===== config.mk =====
export PLATFORM = sky130hd
export DESIGN_NAME = id_ex_stage
export DESIGN_NICKNAME = d
export VERILOG_FILES = /design/src/rtl/id_ex_stage.sv
export SDC_FILE = /design/constraint.sdc
export NUM_CORES = 1
export LEC_CHECK = 0
export ABC_CLOCK_PERIOD_IN_PS = 1800
export CAP_MARGIN = 5
export CORE_ASPECT_RATIO = 1.4
export CORE_MARGIN = 1.5
export CORE_UTILIZATION = 36
export CTS_CLUSTER_SIZE = 25
export DETAILED_ROUTE_END_ITERATION = 8
export PLACE_DENSITY = 0.76
export SYNTH_ARGS = -nofsm -noshare
export SYNTH_HDL_FRONTEND = slang
export SYNTH_SLANG_ARGS = --single-unit

===== constraint.sdc =====
create_clock -name clk -period 1.8 [get_ports clk]
set_input_delay 0.18 -clock clk [delete_from_list [all_inputs] [get_ports clk]]
set_output_delay 0.18 -clock clk [all_outputs]
set_load 0.005 [all_outputs]

===== src/rtl/id_ex_stage.sv =====
// ID/EX pipeline register with load-use hazard detection and a saturating bubble counter.
// One-cycle latency; hold freezes the register, hazard_stall asks upstream to hold PC and IF/ID.
module id_ex_stage (
    input  logic        clk,
    input  logic        reset,
    input  logic        ALUSrc,
    input  logic        RegDst,
    input  logic        MemWrite,
    input  logic        MemRead,
    input  logic        Beq,
    input  logic        Bne,
    input  logic        Jump,
    input  logic        MemToReg,
    input  logic        RegWrite,
    input  logic [2:0]  ALUControl,
    input  logic [31:0] id_pc4,
    input  logic [31:0] id_rs_data,
    input  logic [31:0] id_rt_data,
    input  logic [31:0] id_imm,
    input  logic [4:0]  id_rs,
    input  logic [4:0]  id_rt,
    input  logic [4:0]  id_rd,
    input  logic        id_valid,
    input  logic        flush,
    input  logic        hold,
    output logic        ex_ALUSrc,
    output logic        ex_RegDst,
    output logic        ex_MemWrite,
    output logic        ex_MemRead,
    output logic        ex_Beq,
    output logic        ex_Bne,
    output logic        ex_Jump,
    output logic        ex_MemToReg,
    output logic        ex_RegWrite,
    output logic [2:0]  ex_ALUControl,
    output logic [31:0] ex_pc4,
    output logic [31:0] ex_rs_data,
    output logic [31:0] ex_rt_data,
    output logic [31:0] ex_imm,
    output logic [4:0]  ex_rs,
    output logic [4:0]  ex_rt,
    output logic [4:0]  ex_rd,
    output logic        ex_valid,
    output logic        hazard_stall,
    output logic [15:0] bubble_count
);

    typedef struct packed {
        logic       alusrc;
        logic       regdst;
        logic       memwrite;
        logic       memread;
        logic       beq;
        logic       bne;
        logic       jump;
        logic       memtoreg;
        logic       regwrite;
        logic [2:0] aluctl;
    } ctrl_t;

    typedef struct packed {
        logic [31:0] pc4;
        logic [31:0] rs_data;
        logic [31:0] rt_data;
        logic [31:0] imm;
        logic [4:0]  rs;
        logic [4:0]  rt;
        logic [4:0]  rd;
    } dat_t;

    ctrl_t       id_ctrl;
    dat_t        id_dat;
    ctrl_t       ctrl_q;
    dat_t        dat_q;
    logic        valid_q;
    logic [15:0] bubble_q;
    logic        load_use;

    assign id_ctrl = {ALUSrc, RegDst, MemWrite, MemRead, Beq, Bne, Jump, MemToReg, RegWrite, ALUControl};
    assign id_dat  = {id_pc4, id_rs_data, id_rt_data, id_imm, id_rs, id_rt, id_rd};

    // r0 never carries a loaded value, so a load targeting it cannot create a dependency.
    assign load_use = valid_q & ctrl_q.memread & (dat_q.rt != 5'd0) & id_valid
                    & ((dat_q.rt == id_rs) | (dat_q.rt == id_rt));

    // A frozen or killed EX slot will not advance next cycle, so stalling would be meaningless.
    assign hazard_stall = load_use & ~hold & ~flush;

    always_ff @(posedge clk) begin
        if (reset) begin
            ctrl_q   <= '0;
            dat_q    <= '0;
            valid_q  <= 1'b0;
            bubble_q <= '0;
        end else if (flush) begin
            ctrl_q  <= '0;
            dat_q   <= '0;
            valid_q <= 1'b0;
        end else if (!hold) begin
            if (hazard_stall) begin
                ctrl_q   <= '0;
                dat_q    <= '0;
                valid_q  <= 1'b0;
                bubble_q <= (bubble_q == 16'hFFFF) ? bubble_q : bubble_q + 16'd1;
            end else begin
                ctrl_q  <= id_valid ? id_ctrl : '0;
                dat_q   <= id_dat;
                valid_q <= id_valid;
            end
        end
    end

    // Side-effecting controls are qualified by valid so a dead slot can never commit.
    assign ex_MemWrite   = ctrl_q.memwrite & valid_q;
    assign ex_MemRead    = ctrl_q.memread  & valid_q;
    assign ex_Beq        = ctrl_q.beq      & valid_q;
    assign ex_Bne        = ctrl_q.bne      & valid_q;
    assign ex_Jump       = ctrl_q.jump     & valid_q;
    assign ex_RegWrite   = ctrl_q.regwrite & valid_q;
    assign ex_ALUSrc     = ctrl_q.alusrc;
    assign ex_RegDst     = ctrl_q.regdst;
    assign ex_MemToReg   = ctrl_q.memtoreg;
    assign ex_ALUControl = ctrl_q.aluctl;
    assign ex_pc4        = dat_q.pc4;
    assign ex_rs_data    = dat_q.rs_data;
    assign ex_rt_data    = dat_q.rt_data;
    assign ex_imm        = dat_q.imm;
    assign ex_rs         = dat_q.rs;
    assign ex_rt         = dat_q.rt;
    assign ex_rd         = dat_q.rd;
    assign ex_valid      = valid_q;
    assign bubble_count  = bubble_q;

endmodule

**Yosys cells after proc, flatten, opt, wreduce, memory -nomap -nowiden**

Cells that the tools add are included.

- Add/subtract/negate cells: 1
- Eq/ne operators: 3
- Mux-type cells: 4
- Bitwise logic cells: 15
- Reductions and logical operators: 3

Operator list:

| cell | number |
|---|---|
| $mux W143 | 1 |
| $mux W12 | 2 |
| $add A16 B1 Y16 const B | 1 |
| $eq A16 B16 Y1 const B | 1 |
| $and A1 B1 Y1 | 11 |
| $eq A5 B5 Y1 | 2 |
| $reduce_bool A5 Y1 | 1 |
| $reduce_and A4 Y1 | 1 |
| $not A1 Y1 | 3 |
| $reduce_or A2 Y1 | 1 |
| $mux W1 | 1 |
| $or A1 B1 Y1 | 1 |

- Bits in registers: 172
- Input bits: 160
- Output and inout port bits: 173
- Word-level logic and storage cells: 45

**Longest topological paths before layout**

- Word-level depth: 7
- Gate-level depth with buffers: 8
- Gate-level depth less buffers: 7

**Worst setup path before layout**

OpenSTA, ideal clock, no wires.

- Path type: register -> register
- Start point: reg dat_q (netlist bit ex_rt[0])
- End point: reg bubble_q[9] (netlist: bubble_count[9])
- Setup time: 0.115 ns
- Data arrival time: 1.673 ns
- Required time: 1.685 ns
- Setup slack: 0.012 ns
- Stages on the path, launching flop included: 7
- Path buffers: 1
- Clock period less this slack: 1.788 ns
- Cells stage by stage: dfxtp_1 > or4_4 > o21a_4 > nand3_2 > buf_2 > nor3_1 > o21ba_2

- Longest elaborated chain between the ends: 7
- Elaborated cells between the ends (all ways): 10
- Classes of those cells: 2 x eq/ne; 6 x bitwise; 2 x reduce/logical

Ends and longest elaborated chain:

| what | line | RTL |
|---|---|---|
| start: declaration | 74 | `dat_t dat_q;` |
| start signal: assignment | 107 | `dat_q <= id_dat;` |
| $reduce_bool A5 Y1 | 83 | `assign load_use = valid_q & ctrl_q.memread & (dat_q.rt != 5'd0) & id_valid` |
| $and A1 B1 Y1 (2 in a row) | 83 |  |
| $and A1 B1 Y1 * | 84 | `& ((dat_q.rt == id_rs) \| (dat_q.rt == id_rt));` |
| $and A1 B1 Y1 * (2 in a row) | 87 | `assign hazard_stall = load_use & ~hold & ~flush;` |
| $reduce_and A4 Y1 (no line) * | - |  |
| end signal: assignment | 104 | `bubble_q <= (bubble_q == 16'hFFFF) ? bubble_q : bubble_q + 16'd1;` |
| end: declaration | 76 | `logic [15:0] bubble_q;` |

Mark *: on every way between the ends. The rest lies on a longest branch, timed or not.
A chain may end at the register's enable or synchronous reset.

**Worst setup path in the final report**

- Start point: reg dat_q (netlist bit ex_rt[1])
- End point: out hazard_stall

- Longest elaborated chain between the ends: 6
- Elaborated cells between the ends (all ways): 9
- Classes of those cells: 2 x eq/ne; 6 x bitwise; 1 x reduce/logical

Ends and longest elaborated chain:

| what | line | RTL |
|---|---|---|
| $reduce_bool A5 Y1 | 83 |  |
| $and A1 B1 Y1 (2 in a row) | 83 |  |
| $and A1 B1 Y1 * | 84 |  |
| $and A1 B1 Y1 * (2 in a row) | 87 |  |
| end: declaration | 44 | `output logic hazard_stall,` |

Marked as above.

==> flow_summary.yaml <==
run_status:
  status: "finished, violations left"
  failed_checks: "negative setup slack"
routing:
  drt_pre_antenna_iters: 5
  drt_wl_total_um: 24800
  vias: 7157
  first_iter_violations: 475
  viasPerCell: 5.12
  post-route-drc-count: 0
  wl_per_cell_um: 17.8
  drtAntennaViolNets: 0
synth:
  synth_compound_area_share_pct: 14.4
  syn_avg_cell_area_um2: 8.35
  synth_top_area_share_pct: 51.8
  syn-num-nets: 956
  ys_warn_count: 0
  synth_seq_area_share_pct: 51.8
  syn_inst: 795
  synth_top_family_by_area: "simple AND/OR/NAND/NOR gates"
  synth_top_area_cell: "dfxtp_1"
  synth-xor-area-share_pct: 1.85
  synthSimpleGateAreaFrac_pct: 24.9
  synth-seq-cells: 172
  synthMuxAreaShare_pct: 0.490
  netlist_area_um2: 6640
  synthDistinctLibCells: 39
  yosys-top-cells-area: "dfxtp_1 (52%), a21oi_1 (11%), nand3_1 (11%)"
  synth_fa_ha_area_share_pct: 0.188
clock_tree:
  cts_tree: "done"
  numCtsBuffers: 17
  path_clk_slew_ns: 0.07
  cts_max_path_buffers: 2
  root_buffer: "clkbuf_16"
  clock_latency_ns: 0.43
  cts.sinks: 172
  ctsHtreeMaxLevel: 4
timing:
  finalCritPeriodShare_pct: 108
  setup_viol: 155
  worst_slack_ns: -0.144
  tightest_slew_ns: 0.663
  finClkSkew_ns: 0.0120
  slew_violations: 0
  final.setup.tns_ns: -10.03
  fin_crit_ns: 1.94
  finalHoldViolations: 0
  relSlewSlack_pct: 55.8
  fmax_mhz: 514
  rsz0062_at_grt: "yes"
placed_design:
  placedInstanceArea_um2: 10300
  port_buffers: 332
  placedCellCount: 1341
  gp_congestion: 0.808
  dp_hpwl_um: 15100
  place_ws_ns: -0.561
floorplan:
  start_util_pct: 36.9
  fp.coreArea_um2: 18000
  dieArea_um2: 19300
  row_count: 58
  ios: 333
  die_h_um: 164
  die_x_um: 118
final_layout:
  antenna_cells: 0
  area_delta_synth_final_pct: 80.3
  final_common_cell: "clkdlybuf4s50_1"
  final_cells: 1397
  nNetsFinal: 1305
  final_cell_mix: "clkdlybuf4s50_1 (330), dfxtp_1 (167), nand2_1 (152)"
  drive_gt1_share_pct: 18.1
  final_area_um2: 12000
worst_setup_path:
  path_cells: "or4_4 > o21a_4 > nand2_8 > inv_6 > buf_6"
  slowest_stage: "or4_4"
  crit_path_end_kind: "output pin"
  worstSetupStartpointType: "flip-flop"
  critical_path_arrival_ns: 1.76
  critical_path.max_fanout: 3
  worstPathRequired_ns: 1.62
  critical-path-max-stage-delay_ns: 0.53
  crit_type: "flip-flop to output pin"
  path_buf_inv: 2
  critical_path.top_delay_family: "simple AND/OR/NAND/NOR gates"
global_route:
  grt_first_pass_wirelength_um: 35200
  gr-usage-all-layers_pct: 22.9
  grt_max_degree: 145
  antenna_found_initial: 0
  grt_pass1_vias: 6576
  grt_overflow_total: 0
power:
  p_leak_uw: 0.00437
  max-vdd-ir-drop_uv: 574
  power_per_cell_area_nw_per_um2: 752
worst_hold_path:
  hold_class: "input pin to flip-flop"
run:
  maxCapViolCount: 0
[synth_stat cells]
cell type,n
nand2b_1,1
clkbuf_1,43
buf_6,17
and2_1,8
nand4_1,5
nor3_1,2
a22o_1,12
nand2_1,154
and3_1,4
ha_1,1
o22a_1,1
o21a_4,1
nor2b_1,3
nor3_4,1
mux2_2,2
xor2_1,3
o22ai_2,1
nand3_1,150
o21ai_0,9
buf_2,1
nor4_1,1
or4_1,1
o21a_1,1
nor3b_2,1
o21ba_2,1
buf_4,3
xnor2_1,11
a21oi_1,151
nand2_4,1
or4_4,1
nand3_2,1
buf_1,8
inv_2,2
dfxtp_1,172
mux2i_1,1
nor2_1,9
and4_1,2
or3_1,8
or2_2,1
[kinds of logic after synthesis]
group,Yosys count
compound gates,177
xor+xnor,14
flops,172
buf+inv,74
fa+ha+maj,1
simple gates,354
mux,3
[path summary, 6_finish.rpt]
| path | cells after the start | slack, ns | end | start |
|---|---|---|---|---|
| worst max-delay path | 5 | -0.14 | hazard_stall | ex_rt[1] |
| worst min-delay path | 5 | 0.30 | ex_rs[4] | hold |
| worst max register to register | 7 | -0.13 | ex_imm[20] | ex_rt[1] |
| worst min register to register | 2 | 0.46 | ex_rs_data[30] | ex_rs_data[30] |
[metal layers]
layer / track usage, % / wire length, um / part of all wire (%) / vias to the layer above
met2: 39.6 / 12900 / 52 / 267
met3: 7.26 / 1720 / 6.9 / 49
met4: 9.87 / 796 / 3.2 / 0
met1: 26.1 / 9440 / 38 / 3396
met5: 0 / 0 / 0 / -
li1: - / - / - / 3445
[state kept, by name, indices dropped and copies added (netlist names), 3 cells and up]
register and cells:
ex_imm 32, ex_rd 5, ctrl_q 6, ex_pc4 32, ex_rs 5, ex_rs_data 32, ex_ALUControl 3, ex_rt_data 32
bubble_count 16, ex_rt 5
[power by group]
part	internal [uW]	total, uW	switching, uW
Sequential	3910	3970	57.4
Combinational	669	1130	463
Clock	2260	3900	1650
Total	6840	9000	2170
[worst min-delay path, stage by stage]
cell and delay, ns:
buf_4 0.09, buf_4 0.13, inv_4 0.12, nand3_1 0.10
a21oi_1 0.06
[area by class of cell]
type,instances,area [um2]
Timing Repair Buffer,401,4240
Sequential cell,172,3450
Clock inverter,13,175
Fill cell,1425,6020
Clock buffer,19,443
Inverter,2,15.0
Tap cell,240,300
Multi-Input combinational cell,550,3350
[repair_timing]
item	4_1_cts	5_1_grt
pin swaps	14	61
setup endpoints to repair	170	173
gates resized for setup	41	114
cloned	3	9
setup buffers	9	3
hold buffers	0	0
[stage by stage]
stage / utilization (%) / total power, uW / hold slack (ns)
2_1_floorplan: - / 4390 / 0.313
3_3_place_gp: 57.2 / 5060 / 0.441
3_5_place_dp: 57.2 / 5070 / 0.447
4_1_cts: 62.4 / 9000 / 0.289
5_1_grt: 66.5 / 9330 / 0.322
6_report: 66.5 / 9000 / 0.305
No activity file was read; power rests on OpenSTA's default activity.
==> patch 1: new RTL, config.mk and constraints unchanged <==
Put one more register stage on the output `bubble_count`, with the module's reset. The value now appears one clock later. The other outputs are not delayed to match.
--- a/src/rtl/id_ex_stage.sv
+++ b/src/rtl/id_ex_stage.sv
@@ -129,6 +129,12 @@
     assign ex_rt         = dat_q.rt;
     assign ex_rd         = dat_q.rd;
     assign ex_valid      = valid_q;
-    assign bubble_count  = bubble_q;
+    always_ff @(posedge clk) begin
+        if (reset) begin
+            bubble_count <= '0;
+        end else begin
+            bubble_count <= bubble_q;
+        end
+    end
 
 endmodule
Check against the original RTL: not equivalent (Yosys sat finds a counterexample within 4 cycles, from zero or initial values and one cycle with reset high).
==> patch 1 against the original RTL <==
- the run still ends with negative setup slack left
- setup slack worse by 0.060 ns
- wire length up 3.0%
- fmax shrank 3.0%
- sequential power increased by 8.8%
- sequential cell count grew 16
- area after synthesis grew 5.2%
- total power is 3.0% higher
- sequential share of layout area increased by 1.2 points
- design area rose by 5.0%
==> patch 1: results (changes against the original RTL) <==
Mapped Nets 982 (+2.7%); leak pwr 4.70 nW (+7.5%); Worst VDD drop 0.000564 V (-1.8%); final setup margin -0.204 ns (-0.0597 ns); Final setup viols 172 (+11%); Critical Path Source ex_rt[0]; met1 WL 9380 µm (-0.56%); run status finished, violations left; top cells by area, synth dfxtp_1 (54%), nand3_1 (11%), a21oi_1 (11%), nand2_1 (8.3%), clkbuf_1 (2.3%); vias in the first global route 6887 (+4.7%); M3 GR Usage 8.03% (+0.77 points); Sw Share 25.1% (+1.0 points); hold path endpoint ex_rt_data[26]; Final #Nets 1343 (+2.9%); met1 Use GR 25.3% (-0.75 points); post-DP HPWL 15500 µm (+2.8%); vias 7327 (+2.4%); Seq/Total Area, Yosys 53.9% (+2.0 points); failing checks negative setup slack; worst-margin pin slew 0.654 ns (-0.00810 ns); met2 WL 13500 µm (+5.4%); r2r worst-path depth 8 (+1); arrival time of the worst setup path 2.35 ns (+0.59 ns); FILL cells 1461 (+2.5%); CP max stage delay 0.55 ns (+0.02 ns); post-synthesis mux area share 0.788% (+0.30 points); Initial DRC Count 418 (-12%)
## patch 1: changes by cell type in the layout (fill, tap and decap cells not counted), sizes merged, moves of 5 or more
| cell | unedited run | this run |
|---|---|---|
| or4 | 2 | 7 |
| nor2b | 3 | 16 |
| nand3 | 152 | 157 |
| clkbuf | 26 | 31 |
| dfxtp | 172 | 188 |
| or3 | 8 | 2 |
| buf | 64 | 69 |
## patch 1: through the flow
stage	power, mW	area, µm²
after CTS	9.27	11700
after global placement	5.43	10800
after global routing	9.60	12600
after detailed placement	5.44	10800
final	9.27	12600
after floorplan	4.76	6990
## patch 1: power by group through the flow
| stage | Clock [mW] | Combinational (mW) | Sequential (mW) |
|---|---|---|---|
| after floorplan | 0 | 0.332 | 4.42 |
| after global placement | 0 | 1.02 | 4.41 |
| after detailed placement | 0 | 1.03 | 4.41 |
| after CTS | 3.89 | 1.07 | 4.32 |
| after global routing | 4.05 | 1.23 | 4.33 |
| final | 3.81 | 1.14 | 4.32 |
## patch 1: repair_timing
action | CTS | global route
setup endpoints to repair | 164 | 177
cloned | 3 | 15
buffers inserted | 10 | 2
pin swaps | 37 | 120
resized for setup | 39 | 121
## patch 1: area by class of cell
cell class | instances | share of cell area (%)
sequential | 188 | 30.0
inverter | 3 | 0.110
multi-input combinational | 561 | 27.7
tap | 248 | 2.47
clock buffer | 19 | 3.52
clock inverter | 13 | 1.13
timing repair buffer | 411 | 35.1
## patch 1: kinds of logic (layout without fill, tap and decap cells)
logic type | Yosys count | in the layout
AOI/OAI and AO/OA | 174 | 174
xor gates and xnor gates | 12 | 12
adders and majority gates | 1 | 1
buffers and inverters | 74 | 446
DFF | 188 | 188
muxes | 5 | 5
and+or+nand+nor | 367 | 369
==> patch 2: new RTL, same flow settings <==
Without the edit above. Reset style: asynchronous (`reset`), changed in one clocked block.
--- a/src/rtl/id_ex_stage.sv
+++ b/src/rtl/id_ex_stage.sv
@@ -86,7 +86,7 @@
     // A frozen or killed EX slot will not advance next cycle, so stalling would be meaningless.
     assign hazard_stall = load_use & ~hold & ~flush;
 
-    always_ff @(posedge clk) begin
+    always_ff @(posedge clk or posedge reset) begin
         if (reset) begin
             ctrl_q   <= '0;
             dat_q    <= '0;
Check against the original RTL: differs if reset is asserted again (counterexample within 4 cycles, from zero or initial values and one cycle with reset high); with reset held inactive, the same outputs for 4 cycles.
==> patch 2 against the original RTL <==
- critical path type unchanged
- area after synthesis up 13%
- largest cell class is now sequential cells
- critical endpoint unchanged
- setup slack better by 0.082 ns
- clock power down 5.9%
- design area up 3.4%
- sequential cell count unchanged
- wire length up 0.88%
- the run still ends with negative setup slack left
- total power up 2.6%
- fmax up 4.4%
==> patch 2: results (changes against the original RTL) <==
run status finished, violations left; failing checks negative setup slack; dpl ws -0.508 ns (+0.0530 ns); Seq/Total Area, Yosys 57.4% (+5.5 points); Critical Path Source ex_rt[0]; Post-synth top cells dfrtp_1 (172), nand2_1 (114), nand3b_1 (107), o21ai_0 (96), clkbuf_1 (49); Final setup viols 50 (-68%); final setup margin -0.0619 ns (+0.0823 ns); vias 6881 (-3.9%); top cells by area, synth dfrtp_1 (57%), nand3b_1 (11%), o21ai_0 (6.4%), a32o_1 (6.1%), nand2_1 (5.7%); Synth Area in Adders 0.167% (-0.022 points); Crit Path Max Fanout 5 (+2); hold path endpoint ex_valid; first-pass GRT wire length 37700 µm (+7.3%); setup_tns -0.834 ns (+9.19 ns); met1 WL 9910 µm (+5.0%); routed wire length 25000 µm (+0.88%); Final #Nets 1209 (-7.4%); ys async rst share 100% (+100 points); r2r worst-path depth 6 (-1); share of layout cells above drive strength 1 14.1% (-3.9 points); met2 WL 13000 µm (+1.5%); Placement Cell Area 11300 µm² (+9.6%); largest net degree at the start of global routing 89 (-39%); post-DP HPWL 16400 µm (+9.0%)
[patch 2: changes by cell type after synthesis, moves of 13 or more]
cell	unedited run	this run
dfxtp_1	172	0
nand3_1	150	7
a32o_1	0	46
nand2_1	154	114
o21ai_0	9	96
inv_1	0	13
nand3b_1	0	107
a21oi_1	151	1
dfrtp_1	0	172
[patch 2: final cells by class]
| cell class | instances | area [µm²] | share of cell area, % |
|---|---|---|---|
| Clock buffer | 17 | 425 | 3.44 |
| Clock inverter | 15 | 149 | 1.20 |
| Inverter | 14 | 58.8 | 0.475 |
| Multi-Input combinational cell | 451 | 3110 | 25.1 |
| Sequential cell | 172 | 4310 | 34.8 |
| Tap cell | 256 | 320 | 2.59 |
| Timing Repair Buffer | 392 | 4000 | 32.4 |
[patch 2: tightest hold or removal path: stages]
cell and delay [ns]:
buf_4 0.09, or3b_1 0.13, o21ai_0 0.11
[patch 2: repair_timing]
item | CTS | global route
gates resized for setup | 42 | 86
gates cloned | 0 | 7
hold buffers | 1 | 0
setup endpoints to repair | 59 | 171
pin swaps | 3 | 24
buffers inserted | 2 | 4
hold endpoints to repair | 2 | 0
[patch 2: power groups by stage]
stage	combinational (mW)	sequential, mW	clock (mW)
final	1.40	4.17	3.67
after global routing	1.51	4.19	3.90
after CTS	1.38	4.17	3.76
after detailed placement	1.36	4.24	0
after global placement	1.34	4.23	0
after floorplan	0.414	4.25	0
[patch 2: worst max-delay path by stage]
stage | depth (start not counted) | slack [ns] | to
after detailed placement | 7 | -0.51 | bubble_count[13]
after global routing | 6 | -0.11 | hazard_stall
after global placement | 7 | -0.45 | bubble_count[13]
after floorplan | 1 | -0.58 | bubble_count[0]
final | 6 | -0.06 | hazard_stall
after CTS | 6 | -0.06 | hazard_stall
